### src/rtl/sgd_tree_lane_packer.sv
// Packs a serial stream of signed 32-bit products into a LANES-wide vector for the ternary adder tree.
// Optional SGD_PACK_FLUSH_EN adds a flush input that closes a partial vector like s_last.
module sgd_tree_lane_packer #(
  parameter int LANES        = 9,
  parameter int ACTIVE_LANES = 8,
  parameter int CNT_WIDTH    = 32
) (
  input  logic                        clk,
  input  logic                        rst,
  input  logic signed [31:0]          s_data,
  input  logic                        s_valid,
  input  logic                        s_last,
`ifdef SGD_PACK_FLUSH_EN
  input  logic                        flush,
`endif
  output logic                        s_ready,
  output logic signed [31:0]          v_output [LANES-1:0],
  output logic                        v_output_valid,
  output logic [CNT_WIDTH-1:0]        vec_count
);

  localparam int IDX_W = (ACTIVE_LANES > 1) ? $clog2(ACTIVE_LANES) : 1;

  typedef enum logic {IDLE = 1'b0, FILL = 1'b1} state_t;

  state_t                 state_q, state_d;
  logic [IDX_W-1:0]       idx_q, idx_d;
  logic signed [31:0]     staging_q [LANES-1:0];
  logic signed [31:0]     staging_d [LANES-1:0];
  logic signed [31:0]     merged    [LANES-1:0];
  logic signed [31:0]     out_q     [LANES-1:0];
  logic signed [31:0]     out_d     [LANES-1:0];
  logic                   valid_q, valid_d;
  logic                   ready_q, ready_d;
  logic [CNT_WIDTH-1:0]   cnt_q, cnt_d;
  logic                   accept;
  logic                   close;

  always_comb begin
    accept  = s_valid && ready_q;
    ready_d = 1'b1;
    merged  = staging_q;
    // Only active lanes are ever written, so lanes >= ACTIVE_LANES stay zero.
    for (int i = 0; i < ACTIVE_LANES; i++) begin
      if (accept && (idx_q == IDX_W'(i))) merged[i] = s_data;
    end

    close = accept && (s_last || (idx_q == IDX_W'(ACTIVE_LANES - 1)));
`ifdef SGD_PACK_FLUSH_EN
    if (flush && ((state_q == FILL) || accept)) close = 1'b1;
`endif

    staging_d = merged;
    idx_d     = idx_q;
    state_d   = state_q;
    out_d     = out_q;
    valid_d   = 1'b0;
    cnt_d     = cnt_q;

    if (close) begin
      out_d     = merged;
      valid_d   = 1'b1;
      cnt_d     = cnt_q + 1'b1;
      staging_d = '{default: '0};
      idx_d     = '0;
      state_d   = IDLE;
    end else if (accept) begin
      idx_d   = idx_q + 1'b1;
      state_d = FILL;
    end
  end

  always_ff @(posedge clk) begin
    if (rst) begin
      state_q   <= IDLE;
      idx_q     <= '0;
      staging_q <= '{default: '0};
      out_q     <= '{default: '0};
      valid_q   <= 1'b0;
      ready_q   <= 1'b0;
      cnt_q     <= '0;
    end else begin
      state_q   <= state_d;
      idx_q     <= idx_d;
      staging_q <= staging_d;
      out_q     <= out_d;
      valid_q   <= valid_d;
      ready_q   <= ready_d;
      cnt_q     <= cnt_d;
    end
  end

  assign s_ready        = ready_q;
  assign v_output       = out_q;
  assign v_output_valid = valid_q;
  assign vec_count      = cnt_q;

endmodule
### config.mk
export PLATFORM = sky130hd
export DESIGN_NAME = sgd_tree_lane_packer
export DESIGN_NICKNAME = d
export VERILOG_FILES = /design/src/rtl/sgd_tree_lane_packer.sv
export SDC_FILE = /design/constraint.sdc
export NUM_CORES = 1
export LEC_CHECK = 0
export CORE_ASPECT_RATIO = 0.8
export CORE_MARGIN = 4
export CORE_UTILIZATION = 52
export DETAILED_ROUTE_END_ITERATION = 8
export PLACE_DENSITY_LB_ADDON = 0.05
export REMOVE_ABC_BUFFERS = 1
export SETUP_SLACK_MARGIN = 0.05
export SKIP_LAST_GASP = 1
export SYNTH_ARGS = -nofsm -noshare
export SYNTH_HDL_FRONTEND = slang
export SYNTH_SLANG_ARGS = --single-unit
### constraint.sdc
create_clock -name clk -period 2.8 [get_ports clk]
set_input_delay 0.28 -clock clk [delete_from_list [all_inputs] [get_ports clk]]
set_output_delay 0.28 -clock clk [all_outputs]
set_load 0.03 [all_outputs]
==> results.md <==
Route:
- The via density per instance is 5.42.
- The first detailed-routing pass took 6 iterations.
- The final route contains roughly 15k vias.
- After detailed routing, the average wire length per cell comes to approximately 19 um.
- In the detailed route, the total length drawn on met3 is 2760 um.
- The uppermost layer routed is met4.
- The number of design rule violations left after detail routing is 0.
- The number of nets with antenna violations after routing is 0.
- The number of design-rule violations left by the first detailed-router iteration is just under 1k.
- The routed metal-1 wire length is roughly 24000 um.
- The met2 wire length is 23300 um.
- For this block, the routed nets add up to just over 50000 um of wire.

STA:
- The number of failing setup endpoints in the final timing report is 0.
- The post-route clock period utilization is 0.861.
- The worst setup skew after layout is between 0.009 and 0.01 ns.
- Timing would allow up to 0.415 GHz.
- The clock period minus worst slack is about 2.4 ns.
- The normalized max-slew margin is 0.482.
- Setup repair after global routing left no endpoint under its margin.
- The number of pins exceeding their max-slew limit in the final report is 0.
- The measured slew at the worst slew-check pin is roughly 0.78 ns.
- The total count of hold-check failures in the final report is 0.
- In the post-route analysis, the smallest setup slack over all paths is 0.388 ns.

Layout:
- The final net count is between 2k and 2.5k.
- Leaving out fill and tap cells, the most frequent cells in the layout are 549 x sky130_fd_sc_hd__dfxtp_1, 526 x sky130_fd_sc_hd__nor2_1, 324 x sky130_fd_sc_hd__clkdlybuf4s50_1.
- The final core area utilization is 0.665.
- The most common library cell in the layout ignoring fill and taps is sky130_fd_sc_hd__dfxtp_1.
- The number of diodes is 0.
- The proportion of layout cells with a drive suffix above 1 is 0.0574.
- Compared with the post-synthesis result, the final layout area differs by 26.1%.
- The total of fill cells in the finished design is between 3k and 4k.
- The finished layout holds 2716 standard cells, fillers aside.
- Registers take about 11000 um2.
- The footprint of the multi-input gates is approximately 7600 um2.

Critical path:
- The critical path runs through a total of 7 cells.
- The worst endpoint required time is roughly 3.3 ns.
- The endpoint identified for the worst register-to-register timing path is v_output[251].
- Walking the worst path, the cells encountered are ha_1, ha_1, o211a_4, buf_12, buf_4, nor2_1, a211oi_1.
- The startpoint of the worst register-to-register path is idx_q[0].
- STA classifies the critical path endpoint as a flip-flop.
- The depth of the worst register-to-register path is 7.
- The largest stage delay on the critical path is 0.40 ns.
- The signal arrival time at the worst endpoint is roughly 2.9 ns.
- The cell with the largest stage delay on the worst path is sky130_fd_sc_hd__dfxtp_1.
- The cell that appears most often on the critical path is sky130_fd_sc_hd__ha_1.
- The number of buffers and inverters on the critical path is 2.
- In this design, the largest share of critical-path delay is due to buffers and inverters.
- The minimum setup slack among reg-to-reg paths is ~0.4 ns.
- The category of the worst setup path launch point is a flip-flop.
- The maximum fanout encountered on the critical timing path is approximately 80.
- The path type of the worst setup path is reg2reg.

Hold path:
- The worst hold-check path type is in2reg.
- The hold path endpoint is v_output[59].
- The worst hold path begins at rst.
- The worst hold path was traced through 2 stages.

Power and ir drop:
- The worst voltage drop across the vdd grid is approximately 460 uV.
- The standby leakage power is around 10 nW.
- Power spread over the standard cell area amounts to between 600 and 700 nW/um2.

GRT:
- The pin count of the biggest net entering global routing is 133.
- The via count of the first global-routing pass is 14.1k.
- The total global routing track utilization is 0.239.
- The global-route wire length before repair is between 70000 and 80000 um.
- The initial antenna violation count is 0.
- The sum of overflow across all layers after global routing is 0.

Logic synthesis:
- The cell area after synthesis is 19500 um2.
- The synthesized design contains ~550 register bits.
- The mean post-synth cell area is around 10 um2.
- For this run, the number of Yosys warnings is 0.
- The instance count of the mapped netlist is just under 2k.
- The number of distinct standard cells referenced by the synthesized netlist is 34.
- For this run, the register share of the synthesized area comes to 0.563.

Clock tree:
- No sink is reached through more buffers than the 3 on the longest clock path.
- TritonCTS built the clock tree.
- After clock tree synthesis, the setup repair step added 0 buffers.
- The cell at the root of the clock tree is sky130_fd_sc_hd__clkbuf_16.
- The insertion delay to the later sink of the worst-skew pair is 0.56 ns.
- The number of clock buffers added by TritonCTS is around 50.
- Hold repair after CTS inserted 0 buffers.
- The post-CTS clock slew at the launch and capture registers of the worst setup and hold paths is approximately 0.060 ns.
- The clock net sink count is between 500 and 600.
- The number of instances resized during post-cts repair is 0.
- The deepest level of the CTS H-tree is 2.

Floorplanning:
- The floorplan step defined a core boundary enclosing between 30000 and 40000 um2.
- The initial utilization of the core area, before any placement, comes to 0.527.
- The I/O pin count is between 300 and 400.
- The die covers around 40000 um2.
- After floorplanning, the core was divided into 63 placement rows.
- The floorplan die width is 225 um.
- The floorplan step set the die height to roughly 180 um.

Flow run:
- Across the run, the number of max-cap violations was 0.

Placed design:
- Timing analysis after detailed placement gives a worst setup slack of ~0.45 ns.
- After detailed placement, the design holds a cell count of about 2.6k.
- Buffers placed on the I/O ports in this run total 325.
- Summed over all nets, the half-perimeter wirelength after detailed placement is 32800 um.
- The global placer's final weighted congestion is 0.810.

Run status:
- The run finished with clean final reports.
## how the worst max path moves through the flow
stage                         from              to  slack [ns]
after floorplan           idx_q[0]   vec_count[24]       -8.28
after global placement     s_valid  staging_q[163]        0.50
after detailed placement   s_valid   staging_q[99]        0.45
after CTS                 idx_q[0]   v_output[251]        0.42
after global routing      idx_q[0]    v_output[25]        0.22
final                     idx_q[0]   v_output[251]        0.39
## synth_stat cells
| master | n | area share |
|---|---|---|
| sky130_fd_sc_hd__or3_1 | 8 | 0.0026 |
| sky130_fd_sc_hd__o2111a_1 | 1 | 0.00058 |
| sky130_fd_sc_hd__buf_2 | 40 | 0.010 |
| sky130_fd_sc_hd__dfxtp_1 | 549 | 0.56 |
| sky130_fd_sc_hd__nor4_1 | 1 | 0.00032 |
| sky130_fd_sc_hd__conb_1 | 1 | 0.00019 |
| sky130_fd_sc_hd__nand4_2 | 1 | 0.00064 |
| sky130_fd_sc_hd__nand2_1 | 19 | 0.0037 |
| sky130_fd_sc_hd__nand3_1 | 14 | 0.0036 |
| sky130_fd_sc_hd__mux2i_1 | 257 | 0.13 |
| sky130_fd_sc_hd__clkbuf_1 | 113 | 0.022 |
| sky130_fd_sc_hd__xor2_1 | 6 | 0.0027 |
| sky130_fd_sc_hd__and4_4 | 1 | 0.00058 |
| sky130_fd_sc_hd__nor2b_1 | 1 | 0.00032 |
| sky130_fd_sc_hd__o211a_1 | 1 | 0.00051 |
| sky130_fd_sc_hd__o2111ai_1 | 1 | 0.00045 |
| sky130_fd_sc_hd__ha_1 | 7 | 0.0045 |
| sky130_fd_sc_hd__nor3_1 | 1 | 0.00026 |
| sky130_fd_sc_hd__and4_1 | 4 | 0.0018 |
| sky130_fd_sc_hd__buf_1 | 3 | 0.00058 |
| sky130_fd_sc_hd__o31ai_1 | 14 | 0.0054 |
| sky130_fd_sc_hd__nand4_1 | 11 | 0.0035 |
| sky130_fd_sc_hd__or4_1 | 14 | 0.0054 |
| sky130_fd_sc_hd__and2_1 | 3 | 0.00096 |
| sky130_fd_sc_hd__and3b_1 | 1 | 0.00045 |
| sky130_fd_sc_hd__o21ai_0 | 8 | 0.0021 |
| sky130_fd_sc_hd__a21oi_1 | 22 | 0.0056 |
| sky130_fd_sc_hd__and3_1 | 4 | 0.0013 |
| sky130_fd_sc_hd__inv_1 | 7 | 0.0013 |
| sky130_fd_sc_hd__a211oi_1 | 257 | 0.099 |
| sky130_fd_sc_hd__nor2_1 | 526 | 0.10 |
| sky130_fd_sc_hd__buf_4 | 57 | 0.022 |
| sky130_fd_sc_hd__xnor2_1 | 4 | 0.0018 |
| sky130_fd_sc_hd__mux2_2 | 1 | 0.00058 |
## registers in the layout (all words and copies together) (netlist names)
name            count
idx_q               3
v_output_valid      1
vec_count          32
v_output          256
staging_q         256
s_ready             1
## worst register-to-register path, cell delays in order, from the launching register on
cell and delay, ns:
sky130_fd_sc_hd__dfxtp_1 0.40, sky130_fd_sc_hd__ha_1 0.20, sky130_fd_sc_hd__ha_1 0.30, sky130_fd_sc_hd__o211a_4 0.27
sky130_fd_sc_hd__buf_12 0.31, sky130_fd_sc_hd__buf_4 0.50, sky130_fd_sc_hd__nor2_1 0.08, sky130_fd_sc_hd__a211oi_1 0.25
## final cells by class
class	count	share of cell area
tap	487	0.0247
clock buffer	80	0.0624
clock inverter	6	0.00340
multi-input combinational	1220	0.309
inverter	7	0.00107
timing repair buffer	367	0.153
sequential	549	0.446
## power by group
| group | switching, mW | internal, mW | total [mW] |
|---|---|---|---|
| sequential | 0.146 | 8.03 | 8.18 |
| combinational | 1.00 | 0.570 | 1.57 |
| clock | 2.84 | 3.92 | 6.75 |
| total | 3.99 | 12.5 | 16.5 |
## layer usage
metal | track usage | up-vias
met5 | 0 | -
met4 | 0.0617 | 0
met3 | 0.0393 | 80
met2 | 0.375 | 370
met1 | 0.345 | 7092
li1 | - | 7172
## cell families (layout without fill, tap and decap cells)
| family | after synthesis | after routing | share of synthesized area |
|---|---|---|---|
| simple gates | 609 | 609 | 0.126 |
| flops | 549 | 549 | 0.563 |
| compound gates | 304 | 304 | 0.113 |
| mux | 258 | 258 | 0.132 |
| buf+inv | 220 | 460 | 0.0558 |
| xor+xnor | 10 | 10 | 0.00449 |
| fa+ha+maj | 7 | 7 | 0.00449 |
| other cells | 1 | 32 | 0.000192 |
## stage by stage
stage	power, mW	setup TNS [ns]	instance area [um2]	hold WS, ns
2_1_floorplan	9.26	-2368.91	18600	0.349
3_3_place_gp	9.91	0	23000	0.460
3_5_place_dp	9.92	0	23000	0.476
4_1_cts	16.6	0	24600	0.181
5_1_grt	17.1	0	24600	0.223
6_report	16.5	0	24600	0.202
Note: power is estimated with default switching activity, not from simulation.
